$ cat src/rtl/pipeline_stage_buffer_pkg.sv
// Shared types for the inter-stage buffers: occupancy encodings, payload field
// layouts for the stage wrappers, and their bubble (NOP) payloads.
package pipeline_stage_buffer_pkg;

  typedef enum logic [1:0] {
    STAGE_OCC_EMPTY = 2'd0,
    STAGE_OCC_HALF  = 2'd1,
    STAGE_OCC_FULL  = 2'd2
  } stage_occ_e;

  // ID/EX payload: {alu_operator, category, operand_a, operand_b, wr_en, wr_addr}
  localparam int ALU_OPERATOR_W = 6;
  localparam int CATEGORY_W     = 3;
  localparam int OPERAND_W      = 32;
  localparam int WR_ADDR_W      = 5;

  localparam int ID_EX_PAYLOAD_W = ALU_OPERATOR_W + CATEGORY_W + 2 * OPERAND_W + 1 + WR_ADDR_W;
  localparam logic [ID_EX_PAYLOAD_W-1:0] ID_EX_NOP = '0;

  // EX/MEM payload: {category, alu_result, store_data, wr_en, wr_addr}
  localparam int EX_MEM_PAYLOAD_W = CATEGORY_W + 2 * OPERAND_W + 1 + WR_ADDR_W;
  localparam logic [EX_MEM_PAYLOAD_W-1:0] EX_MEM_NOP = '0;

  function automatic logic [1:0] occ_count(input stage_occ_e s);
    logic [1:0] n;
    case (s)
      STAGE_OCC_HALF: n = 2'd1;
      STAGE_OCC_FULL: n = 2'd2;
      default:        n = 2'd0;
    endcase
    return n;
  endfunction

endpackage

$ cat src/rtl/pipeline_stage_buffer_if.sv
// Valid/ready stream between two pipeline stages; master drives valid/data,
// slave drives ready.
interface pipeline_stage_buffer_if #(
  parameter int DATA_WIDTH = 32
) ();

  logic                  valid;
  logic                  ready;
  logic [DATA_WIDTH-1:0] data;

  modport master (output valid, output data, input ready);
  modport slave  (input valid, input data, output ready);

endinterface

$ cat src/rtl/pipeline_stage_buffer_sat_counter.sv
// Saturating up-counter with synchronous clear; used for the stall monitor and
// any other performance counters that must not wrap.
module sat_counter #(
  parameter int WIDTH = 16
) (
  input  logic             clock,
  input  logic             reset,
  input  logic             clear_i,
  input  logic             enable_i,
  output logic [WIDTH-1:0] count_o
);

  logic [WIDTH-1:0] count_q, count_d;

  always_comb begin
    count_d = count_q;
    if (clear_i) begin
      count_d = '0;
    end else if (enable_i && (count_q != {WIDTH{1'b1}})) begin
      count_d = count_q + WIDTH'(1);
    end
  end

  always_ff @(posedge clock) begin
    if (reset) begin
      count_q <= '0;
    end else begin
      count_q <= count_d;
    end
  end

  assign count_o = count_q;

endmodule

$ cat src/rtl/pipeline_stage_buffer.sv
// Two-entry skid buffer between pipeline stages; every output comes from a flop
// so neither ready nor data chains combinationally across stages.
module pipeline_stage_buffer
  import pipeline_stage_buffer_pkg::*;
#(
  parameter int                    DATA_WIDTH      = 32,
  parameter logic [DATA_WIDTH-1:0] NOP_VALUE       = {DATA_WIDTH{1'b0}},
  parameter int                    STALL_CNT_WIDTH = 16
) (
  input  logic                       clock,
  input  logic                       reset,
  input  logic                       flush,
  pipeline_stage_buffer_if.slave     up,
  pipeline_stage_buffer_if.master    down,
  output logic [STALL_CNT_WIDTH-1:0] stall_count,
  output logic [1:0]                 occupancy
);

  stage_occ_e            state_q, state_d;
  logic [DATA_WIDTH-1:0] main_data_q, main_data_d;
  logic [DATA_WIDTH-1:0] skid_data_q, skid_data_d;
  logic                  down_valid_q;
  logic                  up_ready_q;
  logic [1:0]            occupancy_q;

  logic up_fire;
  logic down_fire;

  assign up_fire   = up.valid & up_ready_q;
  assign down_fire = down_valid_q & down.ready;

  // main_data is reloaded with the bubble whenever the buffer empties, so
  // down_data can be driven straight from the flop.
  always_comb begin
    state_d     = state_q;
    main_data_d = main_data_q;
    skid_data_d = skid_data_q;
    case (state_q)
      STAGE_OCC_EMPTY: begin
        if (up_fire) begin
          state_d     = STAGE_OCC_HALF;
          main_data_d = up.data;
        end
      end
      STAGE_OCC_HALF: begin
        if (up_fire && down_fire) begin
          main_data_d = up.data;
        end else if (up_fire) begin
          state_d     = STAGE_OCC_FULL;
          skid_data_d = up.data;
        end else if (down_fire) begin
          state_d     = STAGE_OCC_EMPTY;
          main_data_d = NOP_VALUE;
        end
      end
      STAGE_OCC_FULL: begin
        if (down_fire) begin
          state_d     = STAGE_OCC_HALF;
          main_data_d = skid_data_q;
        end
      end
      default: begin
        state_d     = STAGE_OCC_EMPTY;
        main_data_d = NOP_VALUE;
      end
    endcase
    if (flush) begin
      state_d     = STAGE_OCC_EMPTY;
      main_data_d = NOP_VALUE;
    end
  end

  always_ff @(posedge clock) begin
    if (reset) begin
      state_q      <= STAGE_OCC_EMPTY;
      main_data_q  <= NOP_VALUE;
      skid_data_q  <= '0;
      down_valid_q <= 1'b0;
      up_ready_q   <= 1'b1;
      occupancy_q  <= 2'd0;
    end else begin
      state_q      <= state_d;
      main_data_q  <= main_data_d;
      skid_data_q  <= skid_data_d;
      down_valid_q <= (state_d != STAGE_OCC_EMPTY);
      up_ready_q   <= (state_d != STAGE_OCC_FULL);
      occupancy_q  <= occ_count(state_d);
    end
  end

  sat_counter #(
    .WIDTH (STALL_CNT_WIDTH)
  ) u_stall_cnt (
    .clock    (clock),
    .reset    (reset),
    .clear_i  (1'b0),
    .enable_i (down_valid_q & ~down.ready),
    .count_o  (stall_count)
  );

  assign up.ready   = up_ready_q;
  assign down.valid = down_valid_q;
  assign down.data  = main_data_q;
  assign occupancy  = occupancy_q;

endmodule

$ cat src/flat_wrapper.sv
// flat-port wrapper written by rule: the top's interface ports become plain ports
module pipeline_stage_buffer_flat import pipeline_stage_buffer_pkg::*;
#(
  parameter int                    DATA_WIDTH      = 32,
  parameter logic [DATA_WIDTH-1:0] NOP_VALUE       = {DATA_WIDTH{1'b0}},
  parameter int                    STALL_CNT_WIDTH = 16
)
  (clock, reset, flush, stall_count, occupancy, up_valid, up_data, up_ready, down_valid, down_data, down_ready);
  pipeline_stage_buffer_if #(.DATA_WIDTH(DATA_WIDTH)) up_i ();
  pipeline_stage_buffer_if #(.DATA_WIDTH(DATA_WIDTH)) down_i ();
  input  logic clock;
  input  logic reset;
  input  logic flush;
  output logic [STALL_CNT_WIDTH-1:0] stall_count;
  output logic [1:0] occupancy;
  input wire logic [$bits(up_i.valid)-1:0] up_valid;
  input wire logic [$bits(up_i.data)-1:0] up_data;
  output wire logic [$bits(up_i.ready)-1:0] up_ready;
  output wire logic [$bits(down_i.valid)-1:0] down_valid;
  output wire logic [$bits(down_i.data)-1:0] down_data;
  input wire logic [$bits(down_i.ready)-1:0] down_ready;
  assign up_i.valid = up_valid;
  assign up_i.data = up_data;
  assign up_ready = up_i.ready;
  assign down_valid = down_i.valid;
  assign down_data = down_i.data;
  assign down_i.ready = down_ready;
  pipeline_stage_buffer #(.DATA_WIDTH(DATA_WIDTH), .NOP_VALUE(NOP_VALUE), .STALL_CNT_WIDTH(STALL_CNT_WIDTH)) u_core (.clock(clock), .reset(reset), .flush(flush), .up(up_i), .down(down_i), .stall_count(stall_count), .occupancy(occupancy));
endmodule
$ cat config.mk
export PLATFORM = sky130hd
export DESIGN_NAME = pipeline_stage_buffer_flat
export DESIGN_NICKNAME = d
export VERILOG_FILES = /design/src/rtl/pipeline_stage_buffer_pkg.sv /design/src/rtl/pipeline_stage_buffer_if.sv /design/src/rtl/pipeline_stage_buffer_sat_counter.sv /design/src/rtl/pipeline_stage_buffer.sv /design/src/flat_wrapper.sv
export SDC_FILE = /design/constraint.sdc
export NUM_CORES = 1
export LEC_CHECK = 0
export CELL_PAD_IN_SITES_DETAIL_PLACEMENT = 0
export CELL_PAD_IN_SITES_GLOBAL_PLACEMENT = 1
export CORE_ASPECT_RATIO = 0.7
export CORE_MARGIN = 2
export CORE_UTILIZATION = 38
export DETAILED_ROUTE_END_ITERATION = 10
export GPL_ROUTABILITY_DRIVEN = 0
export PLACE_DENSITY_LB_ADDON = 0.3
export SYNTH_ARGS = -nofsm -noshare
export SYNTH_HDL_FRONTEND = slang
export SYNTH_HIERARCHICAL = 1
export SYNTH_SLANG_ARGS = --single-unit
$ cat constraint.sdc
create_clock -name clock -period 2 [get_ports clock]
set_input_delay 0.2 -clock clock [delete_from_list [all_inputs] [get_ports clock]]
set_output_delay 0.2 -clock clock [all_outputs]
set_load 0.1 [all_outputs]
# --- Yosys cells after proc, flatten, opt, wreduce, memory -nomap -nowiden ---
# Cells that the tools add are included.
totals:
  ff_bits: 86
  inputBits: 37
  output_inout_bits: 52
  elab_cells: 44
classes:
  add_sub_neg: 1
  eq_ne: 10
  muxes: 14
  bitwise: 5
  reduce_logical: 7
ops:
  columns: ["cell", "n"]
  rows:
  - ["$mux W32", 5]
  - ["$pmux W32 S3", 1]
  - ["$add A16 B1 Y16 const B", 1]
  - ["$ne A16 B16 Y1 const B", 1]
  - ["$mux W2", 6]
  - ["$pmux W2 S3", 1]
  - ["$eq A2 B1 Y1 const B", 2]
  - ["$eq A2 B2 Y1 const B", 2]
  - ["$ne A2 B1 Y1 const B", 2]
  - ["$pmux W2 S2", 1]
  - ["$reduce_and A4 Y1", 1]
  - ["$and A1 B1 Y1", 3]
  - ["$ne A3 B1 Y1 const B", 1]
  - ["$ne A3 B3 Y1 const B", 1]
  - ["$reduce_and A3 Y1", 1]
  - ["$logic_and A1 B1 Y1", 2]
  - ["$logic_not A2 Y1", 1]
  - ["$ne A2 B2 Y1 const B", 1]
  - ["$not A1 Y1", 2]
  - ["$reduce_bool A2 Y1", 1]
  - ["$reduce_or A2 Y1", 1]

# --- Longest topological paths before layout ---
# Gate-level depths: netlist of run 1.
depth:
  depth_word: 8
  ltp_mapped: 8
  ltp_nobuf: 5

# --- Hierarchy ---
# The synthesis of run 1 kept the hierarchy.
modules_own_cells:
  columns: ["mod", "instances", "cells_each", "area_per_inst_um2", "seq_area_each_um2"]
  rows:
  - ["pipeline_stage_buffer", 1, 396, 3348.2, 1401.3]
  - ["sat_counter", 1, 102, 917.1, 320.3]

# --- Worst setup path before layout of run 1 ---
# No wires, ideal clock.
synth_path:
  path_type: "flip-flop to flip-flop"
  startpoint: "register u_core.down_valid_q (netlist: u_core/down.valid)"
  endpoint: "register u_core.u_stall_cnt.count_q[12] (netlist: u_core/u_stall_cnt/count_o[12])"
  setup_ns: 0.091
  arrival_time_ns: 2.621
  required_time_ns: 1.909
  setup_slack_ns: -0.713
  path_stages_with_launch: 9
  n_path_buf: 3
  synth_period_minus_slack_ns: 2.713
  cell_sequence: "dfxtp_1 > buf_2 > clkbuf_1 > nor2b_1 > and4_4 > and3_1 > buf_4 > a31oi_1 > a311oi_1"
synth_via:
  elab_chain_len: 2
synth_rtl:
  columns: ["item", "line_no", "text"]
  rows:
  - ["start: declaration", "pipeline_stage_buffer.sv:22", "logic down_valid_q;"]
  - ["start signal: assignment", "pipeline_stage_buffer.sv:85", "down_valid_q <= (state_d != STAGE_OCC_EMPTY);"]
  - ["$and A1 B1 Y1", "pipeline_stage_buffer.sv:97", ".enable_i (down_valid_q & ~down.ready),"]
  - ["$logic_and A1 B1 Y1", "pipeline_stage_buffer_sat_counter.sv:19", "end else if (enable_i && (count_q != {WIDTH{1'b1}})) begin"]
  - ["end signal: assignment", "pipeline_stage_buffer_sat_counter.sv:28", "count_q <= count_d;"]
  - ["end: declaration", "pipeline_stage_buffer_sat_counter.sv:13", "logic [WIDTH-1:0] count_q, count_d;"]
# Every way passes these cells.
# A chain may end at the register's enable or synchronous reset.

# --- Final worst setup path of run 1 ---
layout_path:
  startpoint: "register u_core.down_valid_q (netlist: u_core/down.valid)"
  endpoint: "register u_core.u_stall_cnt.count_q[15] (netlist: u_core/u_stall_cnt/count_o[15])"
# Same word-level chain as after synthesis.

==> metrics.md, run 1 <==
| Metric | Value |
|---|---|
| Status | complete, no violations |
| Worst Skew | 7.38 ps |
| H-tree levels | 3 |
| DRC Markers | 0 |
| Antenna cell count | 0 |
| Initial antenna violation count | 1 |
| Share of cells above drive strength 1 | 22.4% |
| # IOs | 89 |
| CP Capture Type | flip-flop |
| Clock transition at path regs | 60 ps |
| Worst path bufs/invs | 0 |
| Crit-path cells | nor2b_2 -> and3_1 -> nand3_1 -> a211oi_1 -> mux2i_1 |
| Met3 usage | 5.26% |
| Sequential-to-total area share from yosys stat | 40.4% |
| Gr ovfl total | 0 |
| Vias | 3,882 |
| Core area | 0.0110 mm² |
| Layout area overhead | 27.8% |
| Drt first pass iters | 5 |
| Clk root buf | clkbuf_16 |
| Most used DFF post-synth | dfxtp_1 |
| Fin crit period | 1790 ps |
| Clock Sink Count | 86 |
| YS warnings | 6 |
| DRT Wirelength | 11,800 µm |
| Worst Setup Start Kind | flip-flop |
| Antenna viol nets, final | 0 |
| Final Setup Violations | 0 |
| Crit path max-delay cell type | dfxtp_4 |
| Largest net degree at the start of global routing | 33 |
| Mapped cell area | 0.00427 mm² |
| Die H | 92.6 µm |
| Peak Freq | 0.560 GHz |
| Drt via density | 5.29 |
| GRT Total Usage | 20.0% |
| Avg Cell Area, Syn | 8.56 µm² |
| Gr busiest metal | met2 |
| Met1 usage | 28.4% |
| Row count | 32 |
| Slowest stage delay, CP | 430 ps |
| Number of max-cap violations | 0 |
| Clock latency on the worst-skew pair | 330 ps |
| First-pass GRT wire length | 19,000 µm |
| First-iteration detailed-routing DRC count | 297 |
| #FFs+latches synth | 86 |
| Die width | 131 µm |
| Number of enable flip-flop cells after synthesis | 0 |
| Nets | 614 |
| Hold buffers post-CTS | 0 |
| Worst-path fanout max | 12 |
| Number of global-route vias before repair | 3,703 |
| Slew margin rel. | 43.2% |
| Setup CP Type | reg2reg |
| CTS tree | done |
| LEAKAGE | 1.93 nW |
| Family with the most delay on the worst path | simple AND/OR/NAND/NOR gates |
| DP Area | 0.00518 mm² |
| # fillers | 1,020 |
| Clk buf depth | 2 |
| Slew Viols, Final | 0 |
| Setup slack, reg-to-reg | 210 ps |
| DP Wirelength | 7910 µm |
| Worst Hold Class | in2reg |
| Synthesized instance count | 498 |
| Ys async rst share | 0% |
| Final Util | 49.7% |
| Die ar. | 0.0121 mm² |
| Final hold vios | 0 |
| Routed length per placed instance | 16.1 µm |
| Power density cells | 735 mW/mm² |
| Post-layout instance area | 0.00545 mm² |
| RSZ-0062 raised after global routing | false |
| Synth cell types | 55 |
| Met2 usage | 29.8% |
| Peak supply drop | 0.401 mV |
| Critical Path RT | 2260 ps |
| Num CTS Buffers | 9 |
| Starting density of the core | 38.9% |
| Final Cycle Share | 89.3% |
| Crit path DAT | 2050 ps |
| PortBufs | 88 |
| Worst-margin pin slew | 851 ps |
==> worst register-to-register path, cell delays in order, from the launching register on <==
cell and delay [ps]:
dfxtp_4 430, nor2b_2 290, and3_1 220, nand3_1 220, a211oi_1 360, mux2i_1 210
==> synthesized netlist by cell type, types with 3 or more instances <==
cell type | instances | share of area, %
and2_1 | 3 | 0.44
o22ai_1 | 32 | 4.7
dfxtp_1 | 86 | 40
nand2_1 | 81 | 7.1
or3_1 | 4 | 0.59
clkbuf_1 | 14 | 1.2
o21ai_0 | 4 | 0.47
a22oi_1 | 32 | 5.6
a21oi_1 | 31 | 3.6
nand3_1 | 39 | 4.6
mux2i_1 | 38 | 8.9
or3_2 | 3 | 0.53
buf_6 | 8 | 2.1
nor2_1 | 36 | 3.2
and3_1 | 4 | 0.59
a21oi_2 | 9 | 1.8
nand4_1 | 3 | 0.44
buf_2 | 18 | 2.1
a211oi_1 | 3 | 0.53
a31oi_1 | 4 | 0.59
==> flip-flops by register name, summed over array words and instances, names as in the netlist <==
signal                      cells
u_core/u_stall_cnt/count_o     16
u_core/down.valid               1
u_core/skid_data_q             32
u_core/state_q                  2
u_core/occupancy                2
u_core/down.data               32
u_core/up.ready                 1
==> cell usage in the layout, fill, tap and decap left out, types with 2 or more instances in the layout <==
master and count:
a2111o_1 2, a211oi_1 3, a21boi_0 2, a21oi_1 31, a21oi_2 9, a22oi_1 32
a31oi_1 4, and2_1 3, and2_2 2, and3_1 4, and3_4 2, buf_12 5
buf_4 67, clkbuf_1 2, clkbuf_16 9, clkdlybuf4s50_1 35, clkinv_2 3, conb_1 7
dfxtp_1 75, dfxtp_2 9, dfxtp_4 2, inv_1 2, mux2i_1 38, nand2_1 81
nand3_1 39, nand4_1 3, nor2_1 36, nor3_1 2, o21ai_0 4, o21ai_1 2
o21ba_2 2, o22ai_1 32, or3_1 4, or3_2 3
==> stage by stage <==
stage	setup WS [ps]	std cells	hold slack (ps)	TNS, ps	total power (W)
after CTS	121	734	251	0	0.00407
after global placement	-58.9	718	442	-131	0.00249
final	213	734	263	0	0.00401
after floorplan	15.5	504	336	0	0.00227
after detailed placement	-64.4	718	446	-655	0.00250
after global routing	71.2	734	266	0	0.00417
==> report_power, final <==
group	switching [W]	internal, W	leakage [nW]	total (W)
logic	0.000447	0.000234	1.09	0.000681
registers	0.0000299	0.00175	0.702	0.00178
clock network	0.000675	0.000871	0.137	0.00155
total	0.00115	0.00286	1.93	0.00401
==> per-layer routing <==
layer	share of wire [%]	wire length, µm
met5	0.085	10
met2	43	5020
met4	0.86	101
met1	51	5970
met3	5.8	684
==> final timing paths <==
check / startpoint / to / cells after the start
min: reset / u_core/skid_data_q[7]$_SDFFE_PP0P_ / 2
max reg2reg: u_core/down.valid$_SDFF_PP0_ / u_core/u_stall_cnt/count_o[15]$_SDFFE_PP0P_ / 5
max: u_core/down.valid$_SDFF_PP0_ / u_core/u_stall_cnt/count_o[15]$_SDFFE_PP0P_ / 5
min reg2reg: u_core/skid_data_q[11]$_SDFFE_PP0P_ / u_core/skid_data_q[11]$_SDFFE_PP0P_ / 2
==> timing repair <==
action | in CTS | in global routing
buffers inserted | 0 | 0
gates resized for setup | 0 | 1
endpoints found under the setup margin | 0 | 6
==> cells by family after synthesis <==
logic type,synth area share (%)
multiplexers,9.18
XOR/XNOR,0.381
AO/OA/AOI/OAI,21.4
adder cells (fa/ha/maj),0.293
other,0.0879
AND/OR/NAND/NOR,21.2
flip-flops,40.4
buffers and inverters,7.07
==> area by class of cell <==
cell class	instances	area (µm²)	area share [%]
multi-input cells	369	2290	41.9
flip-flops and latches	86	1740	31.9
repair buffers	108	958	17.6
clock buffers	12	246	4.52
well taps	153	191	3.51
clock inverters	4	21.3	0.390
inverters	2	7.51	0.138
Note: power is estimated with default switching activity, not from simulation.
==> run 2, diff against run 1 <==
--- a/config.mk
+++ b/config.mk
@@ -5,6 +5,7 @@
 export SDC_FILE = /design/constraint.sdc
 export NUM_CORES = 1
 export LEC_CHECK = 0
+export CAP_MARGIN = 25
 export CELL_PAD_IN_SITES_DETAIL_PLACEMENT = 0
 export CELL_PAD_IN_SITES_GLOBAL_PLACEMENT = 1
 export CORE_ASPECT_RATIO = 0.7
==> results of run 2 <==
Same layout as run 1: the final DEF is identical, and so are final timing and power.
